File: src/rtl/alu_pkg.sv
// Shared definitions for the 8-bit ALU issue path: op word layout,
// select encodings, sequencer FSM states and common widths.
package alu_pkg;

    localparam int OP_W   = 25;
    localparam int DATA_W = 8;

    // ALU function select encodings; 3'b110 and 3'b111 are unassigned.
    typedef enum logic [2:0] {
        SEL_CALC  = 3'b000,
        SEL_LOGIC = 3'b001,
        SEL_SHR   = 3'b010,
        SEL_SHL   = 3'b011,
        SEL_ROR   = 3'b100,
        SEL_ROL   = 3'b101
    } alu_select_e;

    // Packed op word, MSB first: {use_acc, cin, sel_logic, sel_calc, select, b, a}.
    // select is kept as raw bits so unassigned encodings survive the FIFO.
    typedef struct packed {
        logic              use_acc;
        logic              cin;
        logic [1:0]        sel_logic;
        logic [1:0]        sel_calc;
        logic [2:0]        select;
        logic [DATA_W-1:0] b;
        logic [DATA_W-1:0] a;
    } alu_op_t;

    typedef enum logic [1:0] {
        ST_IDLE = 2'd0,
        ST_WAIT = 2'd1,
        ST_HOLD = 2'd2
    } seq_state_e;

    // The two top encodings (11x) have no ALU function behind them.
    function automatic logic is_illegal_select(input logic [2:0] sel);
        return sel[2] & sel[1];
    endfunction

endpackage

File: src/rtl/alu_op_fifo.sv
// Small first-word-fall-through FIFO holding pending ALU op words.
// Head data is visible combinationally so the sequencer can pop and load
// its operand registers on the same edge.
module alu_op_fifo
    import alu_pkg::*;
#(
    parameter int DEPTH = 4,
    parameter int WIDTH = OP_W
) (
    input  logic             clk,
    input  logic             rst,
    input  logic             i_push,
    input  logic [WIDTH-1:0] i_wdata,
    input  logic             i_pop,
    output logic [WIDTH-1:0] o_rdata,
    output logic             o_full,
    output logic             o_empty
);

    localparam int PTR_W = $clog2(DEPTH);

    logic [WIDTH-1:0] r_mem [DEPTH];
    logic [PTR_W-1:0] r_wr_ptr;
    logic [PTR_W-1:0] r_rd_ptr;
    logic [PTR_W:0]   r_count;

    logic w_do_push;
    logic w_do_pop;

    // The extra count bit is what tells full apart from empty when the
    // pointers are equal.
    assign o_full    = (r_count == (PTR_W + 1)'(DEPTH));
    assign o_empty   = (r_count == '0);
    assign w_do_push = i_push & ~o_full;
    assign w_do_pop  = i_pop & ~o_empty;
    assign o_rdata   = r_mem[r_rd_ptr];

    // Storage write; no reset needed since the count guards every read.
    always_ff @(posedge clk) begin
        if (w_do_push) begin
            r_mem[r_wr_ptr] <= i_wdata;
        end
    end

    // Pointer and occupancy tracking; pointers wrap naturally at DEPTH.
    always_ff @(posedge clk) begin
        if (rst) begin
            r_wr_ptr <= '0;
            r_rd_ptr <= '0;
            r_count  <= '0;
        end else begin
            if (w_do_push) begin
                r_wr_ptr <= r_wr_ptr + PTR_W'(1);
            end
            if (w_do_pop) begin
                r_rd_ptr <= r_rd_ptr + PTR_W'(1);
            end
            case ({w_do_push, w_do_pop})
                2'b10:   r_count <= r_count + (PTR_W + 1)'(1);
                2'b01:   r_count <= r_count - (PTR_W + 1)'(1);
                default: r_count <= r_count;
            endcase
        end
    end

endmodule

File: src/rtl/alu_op_sequencer.sv
// Issue stage for the 8-bit ALU: buffers op words, drives the ALU one op
// at a time, waits out its pipeline latency, captures the result and
// presents it downstream. An accumulator can feed the last accepted
// result back as operand a.
module alu_op_sequencer
    import alu_pkg::*;
#(
    parameter int DEPTH   = 4,
    parameter int ALU_LAT = 2
) (
    input  logic              clk,
    input  logic              rst,
    input  logic              in_valid,
    output logic              in_ready,
    input  logic [OP_W-1:0]   in_op,
    output logic [DATA_W-1:0] alu_a,
    output logic [DATA_W-1:0] alu_b,
    output logic              alu_cin,
    output logic [2:0]        alu_select,
    output logic [1:0]        alu_sel_calc,
    output logic [1:0]        alu_sel_logic,
    output logic              alu_rst,
    input  logic [DATA_W-1:0] alu_final,
    output logic              out_valid,
    input  logic              out_ready,
    output logic [DATA_W-1:0] out_result,
    output logic              out_illegal
);

    // Wait counter loaded with ALU_LAT and run down to zero: ALU_LAT+1 edges
    // in WAIT, giving one edge of margin after the ALU output settles.
    localparam int CNT_W = (ALU_LAT < 1) ? 1 : $clog2(ALU_LAT + 1);

    seq_state_e        r_state;
    logic [CNT_W-1:0]  r_wait_cnt;
    logic [DATA_W-1:0] r_acc;
    logic [DATA_W-1:0] r_out_result;
    logic              r_out_valid;
    logic              r_out_illegal;
    logic              r_illegal_pend;

    logic [DATA_W-1:0] r_alu_a;
    logic [DATA_W-1:0] r_alu_b;
    logic              r_alu_cin;
    logic [2:0]        r_alu_select;
    logic [1:0]        r_alu_sel_calc;
    logic [1:0]        r_alu_sel_logic;

    logic [OP_W-1:0]   w_fifo_rdata;
    logic              w_fifo_full;
    logic              w_fifo_empty;
    logic              w_push;
    logic              w_pop;
    alu_op_t           w_head;
    logic [DATA_W-1:0] w_acc_src;
    logic [DATA_W-1:0] w_next_a;

    assign in_ready = ~w_fifo_full;
    assign w_push   = in_valid & ~w_fifo_full;
    assign w_head   = alu_op_t'(w_fifo_rdata);
    assign alu_rst  = rst;

    alu_op_fifo #(
        .DEPTH (DEPTH),
        .WIDTH (OP_W)
    ) u_fifo (
        .clk     (clk),
        .rst     (rst),
        .i_push  (w_push),
        .i_wdata (in_op),
        .i_pop   (w_pop),
        .o_rdata (w_fifo_rdata),
        .o_full  (w_fifo_full),
        .o_empty (w_fifo_empty)
    );

    // Pop decision and operand a selection. A pop out of HOLD always
    // coincides with the result handshake, so the result being accepted
    // is forwarded directly instead of the not-yet-updated accumulator.
    always_comb begin
        w_pop     = 1'b0;
        w_acc_src = r_acc;
        if (!w_fifo_empty) begin
            if (r_state == ST_IDLE) begin
                w_pop = 1'b1;
            end else if (r_state == ST_HOLD && out_ready) begin
                w_pop = 1'b1;
            end
        end
        if (r_state == ST_HOLD) begin
            w_acc_src = r_out_result;
        end
        w_next_a = w_head.use_acc ? w_acc_src : w_head.a;
    end

    // ALU operand/select registers: loaded on each pop, held until the next.
    always_ff @(posedge clk) begin
        if (rst) begin
            r_alu_a         <= '0;
            r_alu_b         <= '0;
            r_alu_cin       <= 1'b0;
            r_alu_select    <= '0;
            r_alu_sel_calc  <= '0;
            r_alu_sel_logic <= '0;
            r_illegal_pend  <= 1'b0;
        end else if (w_pop) begin
            r_alu_a         <= w_next_a;
            r_alu_b         <= w_head.b;
            r_alu_cin       <= w_head.cin;
            r_alu_select    <= w_head.select;
            r_alu_sel_calc  <= w_head.sel_calc;
            r_alu_sel_logic <= w_head.sel_logic;
            r_illegal_pend  <= is_illegal_select(w_head.select);
        end
    end

    // Sequencer FSM: issue, wait for the ALU, capture, then hold until taken.
    always_ff @(posedge clk) begin
        if (rst) begin
            r_state       <= ST_IDLE;
            r_wait_cnt    <= '0;
            r_acc         <= '0;
            r_out_result  <= '0;
            r_out_valid   <= 1'b0;
            r_out_illegal <= 1'b0;
        end else begin
            case (r_state)
                ST_IDLE: begin
                    if (w_pop) begin
                        r_wait_cnt <= CNT_W'(ALU_LAT);
                        r_state    <= ST_WAIT;
                    end
                end
                ST_WAIT: begin
                    if (r_wait_cnt == '0) begin
                        r_out_result  <= alu_final;
                        r_out_illegal <= r_illegal_pend;
                        r_out_valid   <= 1'b1;
                        r_state       <= ST_HOLD;
                    end else begin
                        r_wait_cnt <= r_wait_cnt - CNT_W'(1);
                    end
                end
                ST_HOLD: begin
                    if (out_ready) begin
                        r_out_valid <= 1'b0;
                        r_acc       <= r_out_result;
                        if (w_pop) begin
                            r_wait_cnt <= CNT_W'(ALU_LAT);
                            r_state    <= ST_WAIT;
                        end else begin
                            r_state <= ST_IDLE;
                        end
                    end
                end
                default: begin
                    r_state <= ST_IDLE;
                end
            endcase
        end
    end

    assign alu_a         = r_alu_a;
    assign alu_b         = r_alu_b;
    assign alu_cin       = r_alu_cin;
    assign alu_select    = r_alu_select;
    assign alu_sel_calc  = r_alu_sel_calc;
    assign alu_sel_logic = r_alu_sel_logic;
    assign out_valid     = r_out_valid;
    assign out_result    = r_out_result;
    assign out_illegal   = r_out_illegal;

endmodule

File: config.mk
export PLATFORM = sky130hd
export DESIGN_NAME = alu_op_sequencer
export DESIGN_NICKNAME = d
export VERILOG_FILES = /design/src/rtl/alu_pkg.sv /design/src/rtl/alu_op_fifo.sv /design/src/rtl/alu_op_sequencer.sv
export SDC_FILE = /design/constraint.sdc
export NUM_CORES = 1
export LEC_CHECK = 0
export ABC_AREA = 0
export CAP_MARGIN = 20
export CORE_UTILIZATION = 48
export DETAILED_ROUTE_END_ITERATION = 12
export PLACE_DENSITY = 0.74
export SETUP_SLACK_MARGIN = 0.15
export SYNTH_ARGS = -nofsm -noshare
export SYNTH_HDL_FRONTEND = slang
export SYNTH_HIERARCHICAL = 1
export SYNTH_SLANG_ARGS = --single-unit
File: constraint.sdc
create_clock -name clk -period 3.9 [get_ports clk]
set_clock_uncertainty 0.15 [all_clocks]
set_input_delay 0.585 -clock clk [delete_from_list [all_inputs] [get_ports clk]]
set_output_delay 0.585 -clock clk [all_outputs]
set_load 0.02 [all_outputs]
==> results of run 1 <==
## logic make-up after synthesis
logic type | Yosys count | share of synthesized area [%]
simple gates | 72 | 6.679
compound gates | 81 | 8.645
buf+inv | 55 | 4.412
mux | 43 | 12.21
xor+xnor | 3 | 0.4213
flops | 156 | 66.11
fa+ha+maj | 7 | 1.524
## layout make-up
type / count / share of cell area, %
sequential: 156 / 54.08
multi-input combinational: 206 / 24.12
timing repair buffer: 83 / 10.47
clock buffer: 18 / 5.628
tap: 172 / 2.822
clock inverter: 12 / 1.657
inverter: 25 / 1.231
## flip-flops by register name, summed over array words and instances (netlist names), 3 cells and up, named ones only
name and count:
alu_b 8, r_acc 8, alu_a 8, out_result 8, u_fifo/r_mem 100, u_fifo/r_count 3, alu_select 3
## power by group through the flow
stage | registers, mW | logic, mW | clock network (mW)
floorplan | 2.37 | 0.971 | 0
global placement | 2.25 | 1.58 | 0
detailed placement | 2.26 | 1.61 | 0
CTS | 2.23 | 1.62 | 1.57
global route | 2.26 | 1.74 | 1.63
finish | 2.23 | 1.60 | 1.54
## synth_stat cells (3+ instances only)
master / number
edfxtp_1: 100
dfxtp_1: 56
nor2_1: 31
a21oi_1: 24
inv_1: 24
mux4_2: 20
o21ai_0: 20
mux2i_1: 18
o2111ai_1: 16
clkbuf_1: 10
a211oi_1: 8
and3b_1: 8
buf_2: 7
o32ai_1: 7
or4_1: 7
buf_1: 6
ha_1: 6
mux4_1: 5
and2_1: 4
nand2b_1: 4
or3_1: 4
buf_6: 3
nand2_1: 3
xor2_1: 3
## critical path, stage by stage, from the launching register on
cell and delay (ns):
dfxtp_1 0.45, nor3_2 0.10, or2_1 0.22, or2_2 0.33, clkinv_1 0.20, o31ai_2 0.12
inv_1 0.08, ha_1 0.18, inv_1 0.06, fa_1 0.38, xor2_1 0.16, or3_1 0.30
a21oi_1 0.13
## layer usage
metal / routed length (µm) / vias to the layer above
met5: 0 / -
met4: 163 / 0
met3: 746 / 12
met2: 5764 / 121
met1: 5104 / 1877
li1: - / 1743
## worst paths after layout
check / from / endpoint / slack [ns] / cells past startpoint
setup / recovery: u_fifo/r_count[0]$_SDFFE_PP0P_ / u_fifo/r_count[2]$_SDFFE_PP0P_ / 0.95 / 12
hold / removal: out_valid$_SDFFE_PP0P_ / out_valid$_SDFFE_PP0P_ / 0.31 / 2
setup reg to reg: u_fifo/r_count[0]$_SDFFE_PP0P_ / u_fifo/r_count[2]$_SDFFE_PP0P_ / 0.95 / 12
hold reg to reg: out_valid$_SDFFE_PP0P_ / out_valid$_SDFFE_PP0P_ / 0.31 / 2
==> key figures, run 1 <==
Timing
  • Rel. slew slack: 56.24%
  • Final hold viol count: 0
  • Fin Hold WS: roughly 0.31 ns
  • Tmin final: 2.955 ns
  • Fin Setup TNS: 0 ns
  • Final Slew Violations: 0
  • Unrepaired setup endpoints after global routing: no
  • Fmax: around 340 MHz
  • Final period util: between 70% and 80%
  • Final setup vio count: 0
  • Setup WS post-layout: approximately 0.95 ns
  • Worst Max-Slew Pin Slew: roughly 0.65 ns

Clocking
  • CTS root buffer: clkbuf_16
  • TritonCTS Buffers: 17
  • CTS tree: built
  • Cts repair resizes: 0
  • Worst-Skew Late Latency: 0.42 ns
  • Hold buffer count at CTS: 0
  • Clk buf depth: 2
  • Reg clk slew, reported paths: 0.06 ns
  • H-tree lvl count: 4
  • Post CTS Setup Buffer Count: 0
  • Clock Sinks: roughly 160

Global routing
  • Met3 Track Usage GR: under 10%
  • Global route hottest layer: met2
  • M2 GR Usage: a little under a third
  • Global-route wire length before repair: approximately 19 mm
  • Total GRT Usage: 19.07%
  • Initial antenna violation count: 0
  • Largest net degree at the start of global routing: 65
  • Grt ovf: 0
  • Vias in the first global route: around 3600
  • Met1 Usage GRT: 24.23%

Power
  • Clock power frac: roughly 29%
  • Sequential power share: 41.5%
  • Sw Ratio: a little under a third
  • Pleak: roughly 2.7 nW
  • VDD IR max: approximately 320 µV
  • Combinational fraction of design power: between 20 and 30%
  • Net Sw Power: about 1.6 mW
  • Pwr Density: around 700 mW/mm²
  • Pint: roughly 3.7 mW
  • Final Power: approximately 5.4 mW

Finish
  • Multi-input logic area: between 0.0015 and 0.002 mm²
  • Most frequent cells in the layout: edfxtp_1, clkdlybuf4s50_1, dfxtp_1, nor2_1
  • Most common cell after layout, fill and taps aside: edfxtp_1
  • P&R area growth vs syn: 22.24%
  • Finished Layout Cells: 672
  • Design area: ~0.0076 mm²
  • Ratio of cells with drive above 1 in the final layout: a little over an eighth
  • Ant. Diodes: 0
  • Final core occ: about three fifths
  • FF/Latch Area: around 0.0041 mm²
  • Nets: between 500 and 600
  • FILL cells: approximately 960

Placement
  • IO buf count: 72
  • Post-DP HPWL: between 7 and 8 mm
  • Gp weighted congestion: slightly above 0.8
  • Dpl cell area: a little over 0.007 mm²
  • Placed cell count: between 600 and 700
  • Setup WS pre-CTS: between 0.6 and 0.7 ns

Run
  • Max-cap violations: 0

Critical path
  • Req. time, crit path: 4.09 ns
  • WS Path Type: reg2reg
  • Startpoint types: register
  • CP Data Arrival Time: 3.15 ns
  • Crit path max fanout: 10
  • CP endpoint kind: register

Synth
  • Synthesis Warnings: 6
  • Synth Register Bits: approximately 160
  • Syn Nets: around 460
  • Seq/Total Area, Yosys: roughly two thirds
  • Mapped Area: 0.006238 mm²
  • Post-synth EDFFs: 100
  • Top cells by area, synth: edfxtp_1, dfxtp_1, mux4_2
  • Top FF cell, synth: edfxtp_1
  • Synth async-reset ratio: 0%
  • Mapped Cells: 417
  • Mean Syn Cell Area: 14.96 µm²
  • Yosys cell types: 45
  • Cell taking the most area after synthesis: edfxtp_1
  • Synth top area share: about half

Floorplanning
  • Die Y: approximately 120 µm
  • Die ar.: 0.01346 mm²
  • Initial Util: approximately half
  • Row count: 41
  • Die width: 116.0 µm
  • Core area: between 0.01 and 0.015 mm²
  • I/O Pins: 73

Routing
  • Vias: ~3800
  • Routed length per instance: ~18 µm
  • DR iter-0 viols: between 200 and 250
  • DR vias/cell: ~5.6
  • Drt pass-1 iters: 4
  • Final WL: approximately 12 mm
  • Remaining antenna violation count: 0
  • Post-route DRC violation count: 0

Worst hold path
  • Hold Crit Class: reg2reg

Run status
  • Outcome: finished clean
(Power assumes the default switching activity.)
==> run 2, diff against run 1 <==
==> constraint.sdc (replaced) <==
create_clock -name clk -period 2.85 [get_ports clk]
set_clock_uncertainty 0.15 [all_clocks]
set_input_delay 0.4275 -clock clk [delete_from_list [all_inputs] [get_ports clk]]
set_output_delay 0.4275 -clock clk [all_outputs]
set_load 0.02 [all_outputs]
==> run 2 against run 1 <==
  * Final area up 1.6%
  * Sequential power up 36%
  * First-iteration DRC count grew 60%
  * Fmax grew 13%
  * Non-clock buffer count is 9 higher
  * Global-route usage grew 0.57 points
  * Sequential share of layout area down 0.73 points
  * Critical path depth is the same
  * Combinational power increased by 45%
  * Hold slack got worse by 0.028 ns
==> key figures, run 2 (synthesis gave the netlist of run 1 again) <==
Placement
  • Post-DP HPWL: 7.804 mm (+1.2%)
  • IO buf count: 72 (unchanged)
  • Gp weighted congestion: 0.7737 (-4.0%)
  • Dpl cell area: 0.007127 mm² (+0.80%)

Clocking
  • CTS root buffer: clkbuf_16
  • Clock Sinks: 156 (unchanged)
  • CTS tree: built
  • Hold buffer count at CTS: 0 (unchanged)
  • Worst-Skew Late Latency: 0.42 ns (about the same)
  • Reg clk slew, reported paths: 0.06 ns (about the same)
  • TritonCTS Buffers: 17 (unchanged)
  • Clk buf depth: 2 (unchanged)
  • H-tree lvl count: 4 (unchanged)

Routing
  • Routed length per instance: 17.76 µm (+1.3%)
  • Remaining antenna violation count: 0 (unchanged)
  • DR iter-0 viols: 335 (+60%)
  • Post-route DRC violation count: 0 (unchanged)
  • Final WL: 12.13 mm (+3.0%)
  • DR vias/cell: 5.464 (-2.2%)
  • Drt pass-1 iters: 4 (unchanged)
  • Vias: 3732 (-0.56%)

Global routing
  • Met3 Track Usage GR: 5.701% (-0.10 points)
  • Largest net degree at the start of global routing: 28 (-57%)
  • M2 GR Usage: 31.11% (+0.44 points)
  • Grt ovf: 0 (unchanged)
  • Total GRT Usage: 19.64% (+0.57 points)
  • Initial antenna violation count: 0 (unchanged)
  • Vias in the first global route: 3653 (+0.25%)
  • Met1 Usage GRT: 25.48% (+1.2 points)
  • Global route hottest layer: met2
  • Global-route wire length before repair: 18.99 mm (+1.5%)

Floorplanning
  • Die ar.: 0.01346 mm² (unchanged)
  • Die Y: 116.0 µm (unchanged)
  • Initial Util: 49.23% (unchanged)
  • Row count: 41 (unchanged)
  • Die width: 116.0 µm (unchanged)
  • I/O Pins: 73 (unchanged)
  • Core area: 0.01267 mm² (unchanged)

Timing
  • Tmin final: 2.610 ns (-0.3450 ns)
  • Unrepaired setup endpoints after global routing: no
  • Final hold viol count: 0 (unchanged)
  • Final Slew Violations: 0 (unchanged)
  • Final period util: 91.56% (+16 points)
  • Rel. slew slack: 54.64% (-1.6 points)
  • Final setup vio count: 0 (unchanged)
  • Worst Max-Slew Pin Slew: 0.6784 ns (+0.02390 ns)
  • Fmax: 383.2 MHz (+13%)

Critical path
  • Crit path cell chain: nor3_2 -> or2_1 -> or2_4 -> clkinv_2 -> o31ai_2 -> inv_1 -> ha_4 -> inv_1 -> fa_2 -> xor2_1 -> or3_1 -> a21oi_2
  • Worst stage delay on the critical path: 0.38 ns (-0.07 ns)
  • CP dominant cell by count: inv_1
  • Critical path startpoint: u_fifo/r_count[1]$_SDFFE_PP0P_
  • Req. time, crit path: 3.04 ns (-1.05 ns)
  • Worst R2R Start: u_fifo/r_count[1]$_SDFFE_PP0P_
  • R2R depth: 12 (unchanged)
  • Critical R2R Capture: u_fifo/r_count[2]$_SDFFE_PP0P_
  • Crit path max fanout: 4 (-6)
  • Reg2Reg Setup Slack: 0.24 ns (-0.70 ns)
  • Startpoint types: register
  • Slowest-stage cell, CP: dfxtp_4
  • Crit path to: u_fifo/r_count[2]$_SDFFE_PP0P_
  • CP endpoint kind: register
  • WS Path Type: reg2reg
  • CP Data Arrival Time: 2.80 ns (-0.35 ns)

Finish
  • Largest Register: u_fifo/r_mem
  • Most frequent cells in the layout: edfxtp_1, clkdlybuf4s50_1, dfxtp_1, nor2_1, inv_1
  • P&R area growth vs syn: 24.25%
  • Design area: 0.007751 mm² (+1.6%)
  • Final core occ: 61.17% (+0.99 points)
  • FILL cells: 947 (-1.5%)
  • Ant. Diodes: 0 (unchanged)
  • Max reg flops: 100 (unchanged)
  • Ratio of cells with drive above 1 in the final layout: 17.42% (+3.8 points)
  • Nets: 542 (+1.7%)
  • Most common cell after layout, fill and taps aside: edfxtp_1

Run status
  • Outcome: finished clean

Power
  • VDD IR max: 499.6 µV (+55%)
  • Pleak: 2.725 nW (+2.7%)
  • Pwr Density: 968.1 mW/mm² (+38%)

Worst hold path
  • Hold Crit Class: in2reg

Run
  • Max-cap violations: 0 (unchanged)
## run 2: through the flow
stage	total power [mW]	cells	setup slack (ns)	hold slack, ns	setup TNS (ns)
2_1_floorplan	4.574	417	0.1517	0.2908	0
3_3_place_gp	5.267	649	-0.01317	0.2946	-0.01317
3_5_place_dp	5.332	649	-0.1251	0.2987	-0.1251
4_1_cts	7.518	681	0.1750	0.2716	0
5_1_grt	7.884	683	0.1582	0.3027	0
6_report	7.504	683	0.2405	0.2803	0
## run 2: how the worst min path moves through the flow
stage,from,endpoint,slack [ns],cells after the start
after floorplan,r_wait_cnt[1]$_SDFFE_PP0P_,r_wait_cnt[1]$_SDFFE_PP0P_,0.29,2
after global placement,out_valid$_SDFFE_PP0P_,out_valid$_SDFFE_PP0P_,0.29,2
after detailed placement,out_valid$_SDFFE_PP0P_,out_valid$_SDFFE_PP0P_,0.30,2
after CTS,rst,out_result[1]$_SDFFE_PP0P_,0.27,2
after global routing,rst,r_acc[3]$_SDFFE_PP0P_,0.30,2
final,rst,r_acc[1]$_SDFFE_PP0P_,0.28,2
## run 2: area by class of cell
type | instances | area [µm²] | area share, %
Clock buffer | 18 | 439.2 | 5.666
Clock inverter | 14 | 133.9 | 1.727
Inverter | 25 | 95.09 | 1.227
Multi-Input combinational cell | 206 | 1867 | 24.08
Sequential cell | 156 | 4135 | 53.35
Tap cell | 172 | 215.2 | 2.776
Timing Repair Buffer | 92 | 865.8 | 11.17
## run 2: critical path: cells and delay by family, from the launching register on
family	cells	cell delay (ns)
buf+inv	3	0.21
fa+ha+maj	2	0.48
compound gates	2	0.22
simple gates	4	0.94
flops	1	0.38
xor+xnor	1	0.16
## run 2: metal layers
| metal | vias up | share of wire, % |
|---|---|---|
| met4 | 0 | 1.7 |
| met1 | 1844 | 44 |
| met3 | 18 | 5.3 |
| met2 | 110 | 49 |
| met5 | - | 0 |
| li1 | 1760 | - |
## run 2: what timing repair did
action,CTS,global route
resized for setup,6,4
setup endpoints to repair,1,1
pin swaps,1,0
setup buffers,0,2
## run 2: report_power, final
| group | internal (mW) | switching [mW] | total [mW] |
|---|---|---|---|
| clock | 1.24 | 0.916 | 2.16 |
| combinational | 1.07 | 1.25 | 2.32 |
| sequential | 2.84 | 0.194 | 3.03 |
